`config.mk`:
```
export PLATFORM = sky130hd
export DESIGN_NAME = wishbone_master_bus_if
export DESIGN_NICKNAME = d
export VERILOG_FILES = /design/src/rtl/wishbone_master_bus_if.sv
export SDC_FILE = /design/constraint.sdc
export NUM_CORES = 1
export LEC_CHECK = 0
export BUFFER_PORTS_ARGS = -buffer_cell sky130_fd_sc_hd__buf_4
export CORE_ASPECT_RATIO = 0.9
export CORE_UTILIZATION = 46
export DETAILED_ROUTE_END_ITERATION = 8
export PLACE_DENSITY = 0.85
export SYNTH_ARGS = -nofsm -noshare
export SYNTH_HDL_FRONTEND = slang
export SYNTH_SLANG_ARGS = --single-unit
```
`constraint.sdc`:
```
create_clock -name clk -period 1.9 [get_ports clk]
set_input_delay 0.19 -clock clk [delete_from_list [all_inputs] [get_ports clk]]
set_output_delay 0.19 -clock clk [all_outputs]
set_load 0.02 [all_outputs]
```
`src/rtl/wishbone_master_bus_if.sv`:
```
// -----------------------------------------------------------------------------
// wishbone_master_bus_if
//   CPU-side Wishbone classic initiator. Each pipeline memory request
//   (ce/we/addr/data/sel) becomes exactly one single Wishbone cycle. The
//   pipeline is stalled until the slave acknowledges. If the pipeline is still
//   held by another stall source when the ack arrives, the read data is parked
//   in a buffer (WAIT_STALL) until the pipeline is released.
//
//   Optional feature macro: WB_MASTER_TIMEOUT_EN
//     defined   : a cycle is aborted after TIMEOUT_CYCLES BUSY cycles without
//                 ack, and bus_err_o pulses for one cycle.
//     undefined : BUSY waits for ack indefinitely, and bus_err_o is constant 0.
//
// Ports
//   clk, rst_n                    clock, asynchronous active-low reset
//   cpu_ce_i/we_i/addr_i/data_i/sel_i   request from the pipeline
//   cpu_data_o                    read data returned to the pipeline
//   cpu_stall_i                   pipeline held by another stall source
//   flush_i                       pipeline flush (exception)
//   stall_req_o                   combinational stall request to the pipeline
//   bus_err_o                     one-cycle timeout pulse
//   wishbone_*_o                  registered Wishbone master outputs
//   wishbone_data_i/ack_i         slave read data and acknowledge
// -----------------------------------------------------------------------------
module wishbone_master_bus_if #(
  parameter int unsigned ADDR_WIDTH     = 32,
  parameter int unsigned DATA_WIDTH     = 32,
  parameter int unsigned SEL_WIDTH      = 4,
  parameter int unsigned TIMEOUT_CYCLES = 16
) (
  input  logic                  clk,
  input  logic                  rst_n,
  input  logic                  cpu_ce_i,
  input  logic                  cpu_we_i,
  input  logic [ADDR_WIDTH-1:0] cpu_addr_i,
  input  logic [DATA_WIDTH-1:0] cpu_data_i,
  input  logic [SEL_WIDTH-1:0]  cpu_sel_i,
  output logic [DATA_WIDTH-1:0] cpu_data_o,
  input  logic                  cpu_stall_i,
  input  logic                  flush_i,
  output logic                  stall_req_o,
  output logic                  bus_err_o,
  output logic                  wishbone_cyc_o,
  output logic                  wishbone_stb_o,
  output logic                  wishbone_we_o,
  output logic [ADDR_WIDTH-1:0] wishbone_addr_o,
  output logic [DATA_WIDTH-1:0] wishbone_data_o,
  output logic [SEL_WIDTH-1:0]  wishbone_sel_o,
  input  logic [DATA_WIDTH-1:0] wishbone_data_i,
  input  logic                  wishbone_ack_i
);

  typedef enum logic [1:0] {
    IDLE       = 2'd0,
    BUSY       = 2'd1,
    WAIT_STALL = 2'd2
  } state_e;

  state_e                state_q, state_d;
  logic [DATA_WIDTH-1:0] rd_buf_q;
  logic                  launch;      // start a cycle on the next edge
  logic                  bus_end;     // drop cyc/stb on the next edge
  logic                  timeout_hit; // BUSY has waited too long for ack

`ifdef WB_MASTER_TIMEOUT_EN
  localparam int unsigned CNT_W = (TIMEOUT_CYCLES > 2) ? $clog2(TIMEOUT_CYCLES) : 1;
  logic [CNT_W-1:0] tmo_cnt_q;

  // The count equals the number of ack-less BUSY cycles already completed,
  // so it reads TIMEOUT_CYCLES-1 during the TIMEOUT_CYCLES-th BUSY cycle.
  always_ff @(posedge clk or negedge rst_n) begin
    if (!rst_n) begin
      tmo_cnt_q <= '0;
    end else if (launch) begin
      tmo_cnt_q <= '0;
    end else if (state_q == BUSY && !wishbone_ack_i) begin
      tmo_cnt_q <= tmo_cnt_q + 1'b1;
    end
  end

  assign timeout_hit = (state_q == BUSY) && !wishbone_ack_i &&
                       (tmo_cnt_q == CNT_W'(TIMEOUT_CYCLES - 1));
`else
  assign timeout_hit = 1'b0;
`endif

  // State register.
  // NOTE: sequential state uses non-blocking assignments so every flop samples
  // pre-edge values regardless of process evaluation order.
  always_ff @(posedge clk or negedge rst_n) begin
    if (!rst_n) state_q <= IDLE;
    else        state_q <= state_d;
  end

  // Next-state logic. Flush outranks ack, and ack outranks timeout.
  always_comb begin
    state_d = state_q;
    unique case (state_q)
      IDLE:       if (cpu_ce_i && !flush_i) state_d = BUSY;
      BUSY: begin
        if (flush_i)             state_d = IDLE;
        else if (wishbone_ack_i) state_d = cpu_stall_i ? WAIT_STALL : IDLE;
        else if (timeout_hit)    state_d = IDLE;
      end
      WAIT_STALL: if (!cpu_stall_i || flush_i) state_d = IDLE;
      default:    state_d = IDLE;
    endcase
  end

  // Output logic. The pipeline-facing outputs are combinational, so the ack
  // cycle itself releases the stall and presents the read data.
  always_comb begin
    // NOTE: every output gets a default first, so no path through the case
    // leaves a signal unassigned and no latch is inferred.
    stall_req_o = 1'b0;
    cpu_data_o  = '0;
    bus_err_o   = 1'b0;
    launch      = 1'b0;
    bus_end     = 1'b0;
    unique case (state_q)
      IDLE: begin
        launch      = cpu_ce_i && !flush_i;
        stall_req_o = launch;
      end
      BUSY: begin
        if (flush_i) begin
          bus_end = 1'b1;
        end else if (wishbone_ack_i) begin
          bus_end    = 1'b1;
          cpu_data_o = wishbone_we_o ? '0 : wishbone_data_i;
        end else if (timeout_hit) begin
          bus_end   = 1'b1;
          bus_err_o = 1'b1;
        end else begin
          stall_req_o = 1'b1;
        end
      end
      WAIT_STALL: cpu_data_o = rd_buf_q;
      default: ;
    endcase
  end

  // Registered Wishbone outputs: latched at launch, held through BUSY and
  // cleared together when the cycle ends for any reason, so cyc == stb always.
  always_ff @(posedge clk or negedge rst_n) begin
    if (!rst_n) begin
      wishbone_cyc_o  <= 1'b0;
      wishbone_stb_o  <= 1'b0;
      wishbone_we_o   <= 1'b0;
      wishbone_addr_o <= '0;
      wishbone_data_o <= '0;
      wishbone_sel_o  <= '0;
    end else if (launch) begin
      wishbone_cyc_o  <= 1'b1;
      wishbone_stb_o  <= 1'b1;
      wishbone_we_o   <= cpu_we_i;
      wishbone_addr_o <= cpu_addr_i;
      wishbone_data_o <= cpu_data_i;
      wishbone_sel_o  <= cpu_sel_i;
    end else if (bus_end) begin
      wishbone_cyc_o  <= 1'b0;
      wishbone_stb_o  <= 1'b0;
      wishbone_we_o   <= 1'b0;
      wishbone_addr_o <= '0;
      wishbone_data_o <= '0;
      wishbone_sel_o  <= '0;
    end
  end

  // Read buffer that feeds WAIT_STALL. A write ack stores 0, so a stalled
  // write never returns stale read data.
  always_ff @(posedge clk or negedge rst_n) begin
    if (!rst_n) begin
      rd_buf_q <= '0;
    end else if (state_q == BUSY && wishbone_ack_i && !flush_i) begin
      rd_buf_q <= wishbone_we_o ? '0 : wishbone_data_i;
    end
  end

endmodule

```
==> flow_summary_export.csv <==
group,metric,value,unit
synthesis,yosysWarnings,0,
cells_and_area,drive_gt1_share,44.75,%
sta,hold_violations,0,
clock_tree,cts.sinks,104,
clock_tree,cts_inserted_buffers,9,
floorplanning,die_x,105.0,µm
synthesis,syn-num-nets,473,
sta,max_slew_margin,64.16,%
grt,grtUsageTotal,24.03,%
clock_tree,h-tree-depth,3,
place,routabilityCongestion,0.8391,
route,viasPerCell,5.323,
power,ir_drop,1.078,mV
setup_path,cp.required,1.71,ns
grt,antenna_found_initial,0,
setup_path,end_kind,"output pin",
synthesis,synth-seq-cells,104,
setup_path,path_depth,8,
power,p_leak,3.410,nW
sta,fin_worst_skew,0.01375,ns
flow_run,drv_cap,0,
synthesis,synthFlopType,"dfrtp_1",
floorplanning,core_area,9208,µm²
setup_path,crit_type,"reg -> out",
sta,whs,0.04667,ns
grt,gr-total-overflow,0,
synthesis,synthArstFlopShare,100.0,%
route,wl_per_cell,17.34,µm
route,postRouteAntennaNets,0,
route,dr.pass1.iters,4,
cells_and_area,diodes,0,
sta,final.period_utilization,113.1,%
route,wl,12190,µm
synthesis,synth_edf_count,0,
clock_tree,clkSlewWorstSetupHoldPaths,0.11,ns
route,vias,3742,
clock_tree,root_buffer,"clkbuf_8",
clock_tree,clk_path_buf_depth,2,
clock_tree,insertion_delay,0.36,ns
place,dp_hpwl,8210,µm
floorplanning,start_util,47.68,%
sta,rsz0062_at_grt,"true",
cells_and_area,final_core_util,71.76,%
sta,tightestPinTransition,0.5377,ns
cells_and_area,nNetsFinal,686,
setup_path,crit_buf_inv,4,
synthesis,ys_seq_area_share,59.28,%
setup_path,worstRegToRegCells,8,
sta,setup_viol,32,
setup_path,cpPeakStageDelay,0.40,ns
run_status,violations,"setup timing",
route,drc,0,
sta,slew_violations,0,
grt,grt_pass1_wl,18810,µm
hold_path,worst_hold_path.num_cells,2,
sta,max_freq,0.4654,GHz
synthesis,synth_cell_types,26,
setup_path,crit_top_cell,"buf_6",
floorplanning,die_y,94.68,µm
grt,grt_pass1_vias,3749,
setup_path,crit_chain,"inv_2 -> ha_4 -> nand3b_4 -> nor3b_4 -> buf_6 -> buf_16 -> a22o_1 -> buf_6",
hold_path,hp-class,"in -> reg",
setup_path,crit_family,"buffers and inverters",
setup_path,critPathLaunchType,"register",
cells_and_area,syn_to_final_growth,50.50,%
synthesis,syn-cell-area,4390,µm²
setup_path,worst-path-max-fanout,8,
setup_path,worst_path_max_delay_cell,"dfrtp_1",
synthesis,syn-instance-count,363,
sta,post-route-min-period,2.149,ns
route,drtIter0Drc,124,
setup_path,critPathArrivalTime,1.96,ns
floorplanning,dieArea,9940,µm²
power,p_per_area,1423,nW/µm²
sta,final.setup.worst_slack,-0.2487,ns
floorplanning,rows,33,
floorplanning,ios,212,
clock_tree,cts_tree,"built",
place,port_buffers,210,
synthesis,syn_avg_cell_area,12.09,µm²
run_status,status,"finished with violations",
grt,grt_max_degree,105,
==> flip-flops by register name, indices dropped and copies added, names as in the netlist <==
signal           count
rd_buf_q            32
state_q              2
wishbone_addr_o     32
wishbone_data_o     32
wishbone_sel_o       4
wishbone_stb_o       1
wishbone_we_o        1
==> stage by stage <==
stage          area [µm²]  total power [mW]  setup WS [ns]  std cells  setup TNS [ns]
6_report             6608             9.405        -0.2487        703          -6.710
3_3_place_gp         6087             7.571         0.1723        672               0
3_5_place_dp         6087             7.751        0.07386        672               0
2_1_floorplan        4390             5.935        0.08205        363               0
4_1_cts              6568             9.388        -0.1838        698          -5.268
5_1_grt              6608             9.902        -0.3300        703          -9.590
==> synth_stat cells, types with 2 or more instances <==
| cell type | number | share of area, % |
|---|---|---|
| buf_1 | 5 | 0.43 |
| dfrtp_1 | 104 | 59 |
| o21bai_1 | 2 | 0.34 |
| a22o_1 | 101 | 20 |
| o21ai_0 | 32 | 3.6 |
| buf_2 | 6 | 0.68 |
| clkbuf_1 | 14 | 1.2 |
| inv_1 | 3 | 0.26 |
| ha_1 | 3 | 0.86 |
| nand3_1 | 2 | 0.23 |
| buf_4 | 3 | 0.51 |
| buf_6 | 6 | 1.5 |
| nand2_1 | 34 | 2.9 |
| a211o_1 | 2 | 0.40 |
| nand2b_1 | 35 | 5.0 |
==> power by group <==
| group | switching, mW | internal, mW | total, mW |
|---|---|---|---|
| clock network | 0.789 | 0.666 | 1.46 |
| logic | 2.19 | 2.04 | 4.22 |
| registers | 0.592 | 3.13 | 3.73 |
| total | 3.57 | 5.84 | 9.41 |
==> path summary, 6_finish.rpt <==
kind / endpoint / slack, ns / from
min in group asynchronous: rd_buf_q[22] / 0.45 / rst_n
hold / removal: wishbone_addr_o[3] / 0.05 / cpu_addr_i[3]
setup reg to reg: wishbone_addr_o[24] / 0.08 / state_q[0]
hold reg to reg: rd_buf_q[18] / 0.49 / rd_buf_q[18]
max in group asynchronous: state_q[1] / 1.03 / rst_n
setup / recovery: cpu_data_o[11] / -0.25 / state_q[1]
==> logic make-up after synthesis <==
family,share of synthesized area (%)
AOI/OAI and AO/OA,24.91
DFF,59.28
and+or+nand+nor,10.26
buffers and inverters,4.617
adders and majority gates,0.8550
other,0.08541
==> what timing repair did <==
item / CTS / global route
hold buffers: 1 / 0
endpoints found under the hold margin: 104 / 0
resized for setup: 41 / 3
buffers inserted: 7 / 6
setup endpoints to repair: 33 / 34
pin swaps: 4 / 19
gates cloned: 2 / 0
==> layout by cell type (no fill, tap or decap), types with 2 or more instances in the layout <==
master | synthesis | final
nand2_1 | 34 | 34
ha_4 | 0 | 2
inv_6 | 0 | 4
a211o_1 | 2 | 2
a22o_1 | 101 | 101
clkbuf_8 | 0 | 10
dfrtp_1 | 104 | 104
o21ai_0 | 32 | 32
o21bai_1 | 2 | 2
nand2b_1 | 35 | 34
buf_16 | 0 | 2
buf_6 | 6 | 36
buf_12 | 0 | 5
buf_4 | 3 | 192
nand3_1 | 2 | 2
inv_2 | 0 | 2
==> final cells by class <==
class | count | area (µm²)
inverters | 3 | 11.26
well taps | 122 | 152.6
fillers | 659 | 2600
multi-input cells | 222 | 1619
clock inverters | 6 | 72.57
flip-flops and latches | 104 | 2603
clock buffers | 10 | 137.6
repair buffers | 236 | 2012
==> routing by layer <==
layer	GRT usage [%]	part of all wire [%]
met5	0	0
met4	6.573	1.1
met2	42.60	51
met3	4.141	5.9
met1	30.71	42
(Power assumes the default switching activity.)
